==> src/rtl/regw_arbiter.sv <==
// Round-robin write-ownership arbiter in front of one shared WIDTH-bit register.
// Optional hold-limit preemption is enabled with `define REGW_ARB_PREEMPT_EN.
module regw_arbiter #(
  parameter int NREQ     = 4,
  parameter int WIDTH    = 8,
  parameter int IDXW     = 2,
  parameter int MAX_HOLD = 4
) (
  input  logic                  clk,
  input  logic                  rst_n,
  input  logic [NREQ-1:0]       req,
  input  logic [NREQ*WIDTH-1:0] wdata,
  output logic [NREQ-1:0]       gnt,
  output logic [WIDTH-1:0]      q,
  output logic [IDXW-1:0]       owner,
  output logic                  busy,
  output logic                  state_dbg,
  output logic [IDXW-1:0]       ptr_dbg
);

  // Handshake: a requester raises req and holds it; gnt (registered, one-hot)
  // answers one cycle later; every cycle with gnt[i] && req[i] is a write of
  // slice i; dropping req releases ownership on that edge without writing.

  localparam int HW = (MAX_HOLD > 1) ? $clog2(MAX_HOLD) : 1;
  localparam logic [HW-1:0] HOLD_MAX = HW'(MAX_HOLD - 1);

  typedef enum logic {IDLE = 1'b0, OWN = 1'b1} state_t;

  state_t            state, state_nxt;
  logic [IDXW-1:0]   ptr;
  logic [HW-1:0]     hold_cnt;
  logic [IDXW-1:0]   sel;
  logic              sel_vld;
  logic [NREQ-1:0]   sel_oh;
  logic [IDXW-1:0]   owner_inc;
  logic              wr_en;
  logic              preempt;
  logic [WIDTH-1:0]  wslice [NREQ];

  for (genvar g = 0; g < NREQ; g++) begin : g_slice
    assign wslice[g] = wdata[g*WIDTH +: WIDTH];
  end

  // Scan from ptr downward in reverse so the candidate closest to ptr wins.
  always_comb begin
    int cand;
    cand    = 0;
    sel     = '0;
    sel_vld = 1'b0;
    for (int i = NREQ - 1; i >= 0; i--) begin
      cand = int'(ptr) + i;
      if (cand >= NREQ) cand = cand - NREQ;
      if (req[IDXW'(cand)]) begin
        sel     = IDXW'(cand);
        sel_vld = 1'b1;
      end
    end
  end

  always_comb begin
    sel_oh      = '0;
    sel_oh[sel] = 1'b1;
  end

  assign owner_inc = (owner == IDXW'(NREQ - 1)) ? '0 : owner + IDXW'(1);
  assign wr_en     = (state == OWN) && gnt[owner] && req[owner];

`ifdef REGW_ARB_PREEMPT_EN
  logic [NREQ-1:0] others;
  always_comb begin
    others        = req;
    others[owner] = 1'b0;
  end
  assign preempt = wr_en && (hold_cnt == HOLD_MAX) && (|others);
`else
  assign preempt = 1'b0;
`endif

  // State register plus the registered datapath (grant, owner, ptr, storage).
  always_ff @(posedge clk) begin
    if (!rst_n) begin
      state    <= IDLE;
      gnt      <= '0;
      q        <= '0;
      owner    <= '0;
      ptr      <= '0;
      hold_cnt <= '0;
    end else begin
      state <= state_nxt;
      if (wr_en) q <= wslice[owner];
      case (state)
        IDLE: begin
          if (sel_vld) begin
            owner    <= sel;
            gnt      <= sel_oh;
            hold_cnt <= '0;
          end
        end
        OWN: begin
          if (wr_en && (hold_cnt != HOLD_MAX)) hold_cnt <= hold_cnt + HW'(1);
          if (state_nxt == IDLE) begin
            gnt <= '0;
            ptr <= owner_inc;
          end
        end
        default: ;
      endcase
    end
  end

  always_comb begin
    state_nxt = state;
    case (state)
      IDLE:    if (sel_vld) state_nxt = OWN;
      OWN:     if (!req[owner] || preempt) state_nxt = IDLE;
      default: state_nxt = IDLE;
    endcase
  end

  always_comb begin
    busy      = (state == OWN);
    state_dbg = state;
    ptr_dbg   = ptr;
  end

endmodule

==> config.mk <==
export PLATFORM = sky130hd
export DESIGN_NAME = regw_arbiter
export DESIGN_NICKNAME = d
export VERILOG_FILES = /design/src/rtl/regw_arbiter.sv
export SDC_FILE = /design/constraint.sdc
export NUM_CORES = 1
export LEC_CHECK = 0
export BUFFER_PORTS_ARGS = -buffer_cell sky130_fd_sc_hd__buf_2
export CORE_UTILIZATION = 43
export DETAILED_ROUTE_END_ITERATION = 10
export GPL_TIMING_DRIVEN = 0
export PLACE_DENSITY = 0.78
export RECOVER_POWER = 100
export SETUP_SLACK_MARGIN = 0.2
export SLEW_MARGIN = 40
export SYNTH_ARGS = -nofsm -noshare
export SYNTH_HDL_FRONTEND = slang
export SYNTH_SLANG_ARGS = --single-unit
==> constraint.sdc <==
create_clock -name clk -period 1.91 [get_ports clk]
set_input_delay 0.382 -clock clk [delete_from_list [all_inputs] [get_ports clk]]
set_output_delay 0.382 -clock clk [all_outputs]
set_load 0.005 [all_outputs]
==> Yosys cells after proc, flatten, opt, wreduce, memory -nomap -nowiden <==
Cells that the tools add are included.
{ "op_classes": {"n_addsub": 8, "magnitude_cmp": 12, "n_eq_ne": 3, "n_mux": 40, "n_bitwise": 3, "reduce_logical": 6} }
{ "op_table": {"columns": ["operator", "n"], "rows": [
  ["2-bit two-way mux", 9],
  ["1-bit two-way mux", 17],
  ["8-bit binary-select mux with 2-bit select", 1],
  ["2-bit by 4-bit less-than comparator with 1-bit output, second input constant", 4],
  ["8-bit two-way mux", 2],
  ["1-bit binary-select mux with 2-bit select", 6],
  ["3-bit greater-or-equal comparator, second input constant", 4],
  ["4-bit two-way mux", 2],
  ["4-bit one-hot mux with 2 select lines", 1],
  ["2-bit by 1-bit subtractor with 2-bit output, second input constant", 4],
  ["2-bit by 2-bit adder with 3-bit output, second input constant", 2],
  ["2-bit by 3-bit less-than comparator with 1-bit output, second input constant", 2],
  ["2-bit AND reduction", 3],
  ["2-bit != test, second input constant", 2],
  ["2-bit by 1-bit adder with 3-bit output, second input constant", 1],
  ["2-bit by 3-bit greater-or-equal comparator with 1-bit output, second input constant", 1],
  ["1-bit logical AND", 3],
  ["2-bit inverter with 3-bit output", 1],
  ["2-bit by 1-bit adder with 2-bit output, second input constant", 1],
  ["1-bit demux with 2-bit select", 1],
  ["2-bit equality test, second input constant", 1],
  ["2-bit by 1-bit greater-or-equal comparator with 1-bit output, second input constant", 1],
  ["1-bit inverter", 2],
  ["1-bit one-hot mux with 2 select lines", 1]
]} }
{ "totals": {"regBits": 17, "out_inout_bits": 18} }

==> Logic depth before layout (Yosys ltp) <==
{ "depth": {"word_depth": 16, "mapped_depth": 6} }

==> Least setup slack after synthesis <==
Ideal clock, no wire load.
{ "synth_path": {"path_type": "reg-to-reg", "from": "register owner[1]", "to": "register gnt[0]", "arrival_time_ps": 1472, "slack_ps": 320, "stages_incl_launch_ff": 5, "path_buffers": 0, "synth_period_minus_slack_ps": 1590, "path_cell_list": "dfxtp_1 > mux4_2 > nand2b_4 > and3_4 > a32o_1"} }
{ "synth_via": {"elab_chain_len": 6} }
{ "synth_lines": {"columns": ["item", "line_no", "source"], "rows": [
  ["start, declared", "15", "output logic [IDXW-1:0] owner,"],
  ["start signal, assigned", "95", "owner <= sel;"],
  ["1-bit binary-select mux with 2-bit select", "116", "OWN: if (!req[owner] || preempt) state_nxt = IDLE;"],
  ["1-bit two-way mux (not written as such)", "116", null],
  ["1-bit two-way mux", "116", null],
  ["1-bit one-hot mux with 2 select lines", "114", "case (state)"],
  ["2-bit != test (no line)", null, null],
  ["2-bit AND reduction (no line)", null, null],
  ["end signal, assigned", "96", "gnt <= sel_oh;"],
  ["end, declared", "13", "output logic [NREQ-1:0] gnt,"]
]} }
Every way passes these cells. The select of a mux whose other input is x is not followed.
A chain may end at the register's enable or synchronous reset.

==> Worst setup path after layout <==
{ "layout_path": {"from": "register owner[1]", "to": "register gnt[1]"} }
The elaborated chain is that of the path after synthesis.

==> flow_summary.ini <==
[status]
status = finished, final reports clean

[detailed_routing]
first_pass_iters = 4
vias_per_cell = 5.38
drt_iter0_markers = 30
detail_route.wirelength_mm = 2.36
drcViolationCount = 0
vias = 996
wl_per_cell_um = 12.8
ant_nets = 0

[setup_path]
critPathLaunchType = flop
r2r.worst_path.cells = 4
crit-reg2reg-capture = gnt[1]
r2r_slack_ns = 0.19
slowest_stage = mux4_2
slowest_delay_ns = 0.58
cp_num_cells = 4
cp_top_family = multiplexers
crit_chain = mux4_2 -> nand2b_4 -> and3_1 -> a32o_1
cp.required_ns = 2.11
cp.arrival_ns = 1.92
crit_type = reg2reg
path_buf_inv = 0
crit_start = owner[1]
r2r-start = owner[1]
endpoint = gnt[1]
worstPathMaxFanout = 5
crit_path_end_kind = flop

[floorplanning]
rows = 17
start_util_pct = 45.2
dieArea_mm2 = 0.00250
core-area_mm2 = 0.00219
die_x_um = 50.0
boundaryPins = 56
die_h_um = 50.0

[sta]
finalClockSkew_ns = 0.00746
fin_hold_ws_ns = 0.423
tightest_slew_ns = 0.433
min_period_ns = 1.72
final_hold_viol_count = 0
slew_headroom_pct = 71.1
fmax_mhz = 580
setup_viol = 0
fin_crit_sh_pct = 90.2
fin_tns_setup_ns = 0
rsz0062_at_grt = no
drv_slew = 0

[grt]
grt-ovfl-total = 0
grt_max_degree = 11
grt_util_met2_pct = 29.6
use_met3_pct = 5.56
grt_pass1_wl_mm = 3.81
grt-busiest-layer = met2
use_met1_pct = 25.2
antenna_found_initial = 0
grt_usage_pct = 20.2
grt_pass1_vias = 899

[clock_network]
clockRootBuffer = clkbuf_4
cts_max_level = 1
clock_sink_count = 17
clk_pin_slew_ns = 0.10
cts.path.max_buffers = 2
cts_made_buffers = 3
tritoncts = done
cts_hold_buffers = 0
worstSkewPairLatency_ns = 0.29

[place]
post-dp-hpwl_mm = 1.89
gp_congestion = 0.784
portBuffers = 54

[synthesis]
syn_inst = 99
async_flop_share_pct = 0
synth_flop_cell = dfxtp_1
ys_seq_area_share_pct = 34.3
avgSynthCellArea_um2 = 10.0
ys_ff_latch = 17
yosysWarnings = 0
synth_largest_area_cell = dfxtp_1
syn_area_um2 = 991
ys_top_cells_by_count = dfxtp_1 (17), nand2_1 (13), o21ai_0 (11)
synth_top_cells_by_area = dfxtp_1 (34%), mux4_2 (23%), o21ai_0 (5.6%)
synth_nets = 138
ys_types = 29
synth_edf_count = 0
synth_top_area_share_pct = 34.3
yosysMostFrequentCell = dfxtp_1

[layout]
antenna_cells = 0
synthToLayoutAreaGrowth_pct = 33.2
nets = 197
drive_gt1_share_pct = 45.9

[worst_hold_path]
worstHoldPathType = in2reg

[power]
p_leak_nw = 0.584
max-vdd-ir-drop_v = 0.000356
powerDensity_mw_per_mm2 = 612

[run]
drv_cap = 0
kinds of logic after synthesis:
| group | share of synthesized area [%] |
|---|---|
| simple gates | 21.6 |
| fa+ha+maj | 1.26 |
| buf+inv | 5.18 |
| compound gates | 13.9 |
| mux | 23.7 |
| flops | 34.3 |
report_power, final:
group	total, mW	switching, mW	leakage [nW]	internal (mW)
logic	0.218	0.0959	0.431	0.122
registers	0.394	0.0209	0.138	0.373
clock network	0.196	0.114	0.0150	0.0813
total	0.808	0.231	0.584	0.576
worst min-delay path, delay by kind of cell:
kind | cells | cell delay, ns
AOI/OAI and AO/OA | 1 | 0.06
and+or+nand+nor | 1 | 0.09
buffers and inverters | 1 | 0.14
placed cells by master (no fill, tap or decap), types with 2 or more instances in the layout:
cell type | Yosys | layout
buf_2 | 2 | 52
dfxtp_1 | 17 | 17
nand2_1 | 13 | 13
o21ai_0 | 11 | 11
mux4_2 | 10 | 10
nand3_1 | 10 | 10
clkbuf_1 | 2 | 7
nor2_1 | 5 | 5
a32o_1 | 4 | 4
clkbuf_4 | 0 | 4
nand2b_1 | 2 | 2
a21oi_1 | 2 | 2
or2_2 | 2 | 2
buf_6 | 2 | 2
metrics by stage:
| step | setup WS (ns) | power [mW] | cell area (um^2) | util [%] | cells |
|---|---|---|---|---|---|
| after floorplan | 0.320 | 0.536 | 991 | - | 99 |
| after global routing | 0.118 | 0.857 | 1320 | 60.3 | 185 |
| after CTS | 0.214 | 0.815 | 1320 | 60.4 | 185 |
| final | 0.187 | 0.808 | 1320 | 60.3 | 185 |
| after detailed placement | 0.198 | 0.620 | 1300 | 59.2 | 181 |
| after global placement | 0.223 | 0.613 | 1300 | 59.2 | 181 |
what timing repair did:
action | 4_1_cts | 5_1_grt
setup buffers | 0 | 0
setup endpoints to repair | 0 | 6
resized for setup | 0 | 3
sequential cells by signal, indices dropped and copies added, names as in the netlist:
signal,flops
busy,1
gnt,4
owner,2
ptr_dbg,2
q,8
area by class of cell:
| cell class | instances | area (um^2) |
|---|---|---|
| fillers | 199 | 871 |
| multi-input cells | 74 | 602 |
| flip-flops and latches | 17 | 340 |
| repair buffers | 54 | 265 |
| plain buffers | 7 | 47.5 |
| well taps | 28 | 35.0 |
| clock buffers | 4 | 26.3 |
| inverters | 1 | 3.75 |
per-layer routing:
metal  wire, um  part of all wire (%)
met2       1170                    49
met5          0                     0
met1       1020                    43
met3         92                   3.9
met4         82                   3.5
how the worst min path moves through the flow:
stage                 end  slack (ns)  depth (start not counted)  start
2_1_floorplan        q[0]        0.47                          2   q[0]
3_3_place_gp         q[2]        0.45                          2   q[2]
3_5_place_dp         q[7]        0.46                          2   q[7]
4_1_cts        ptr_dbg[0]        0.41                          3  rst_n
5_1_grt        ptr_dbg[0]        0.44                          3  rst_n
6_report       ptr_dbg[0]        0.42                          3  rst_n
(Power assumes the default switching activity.)
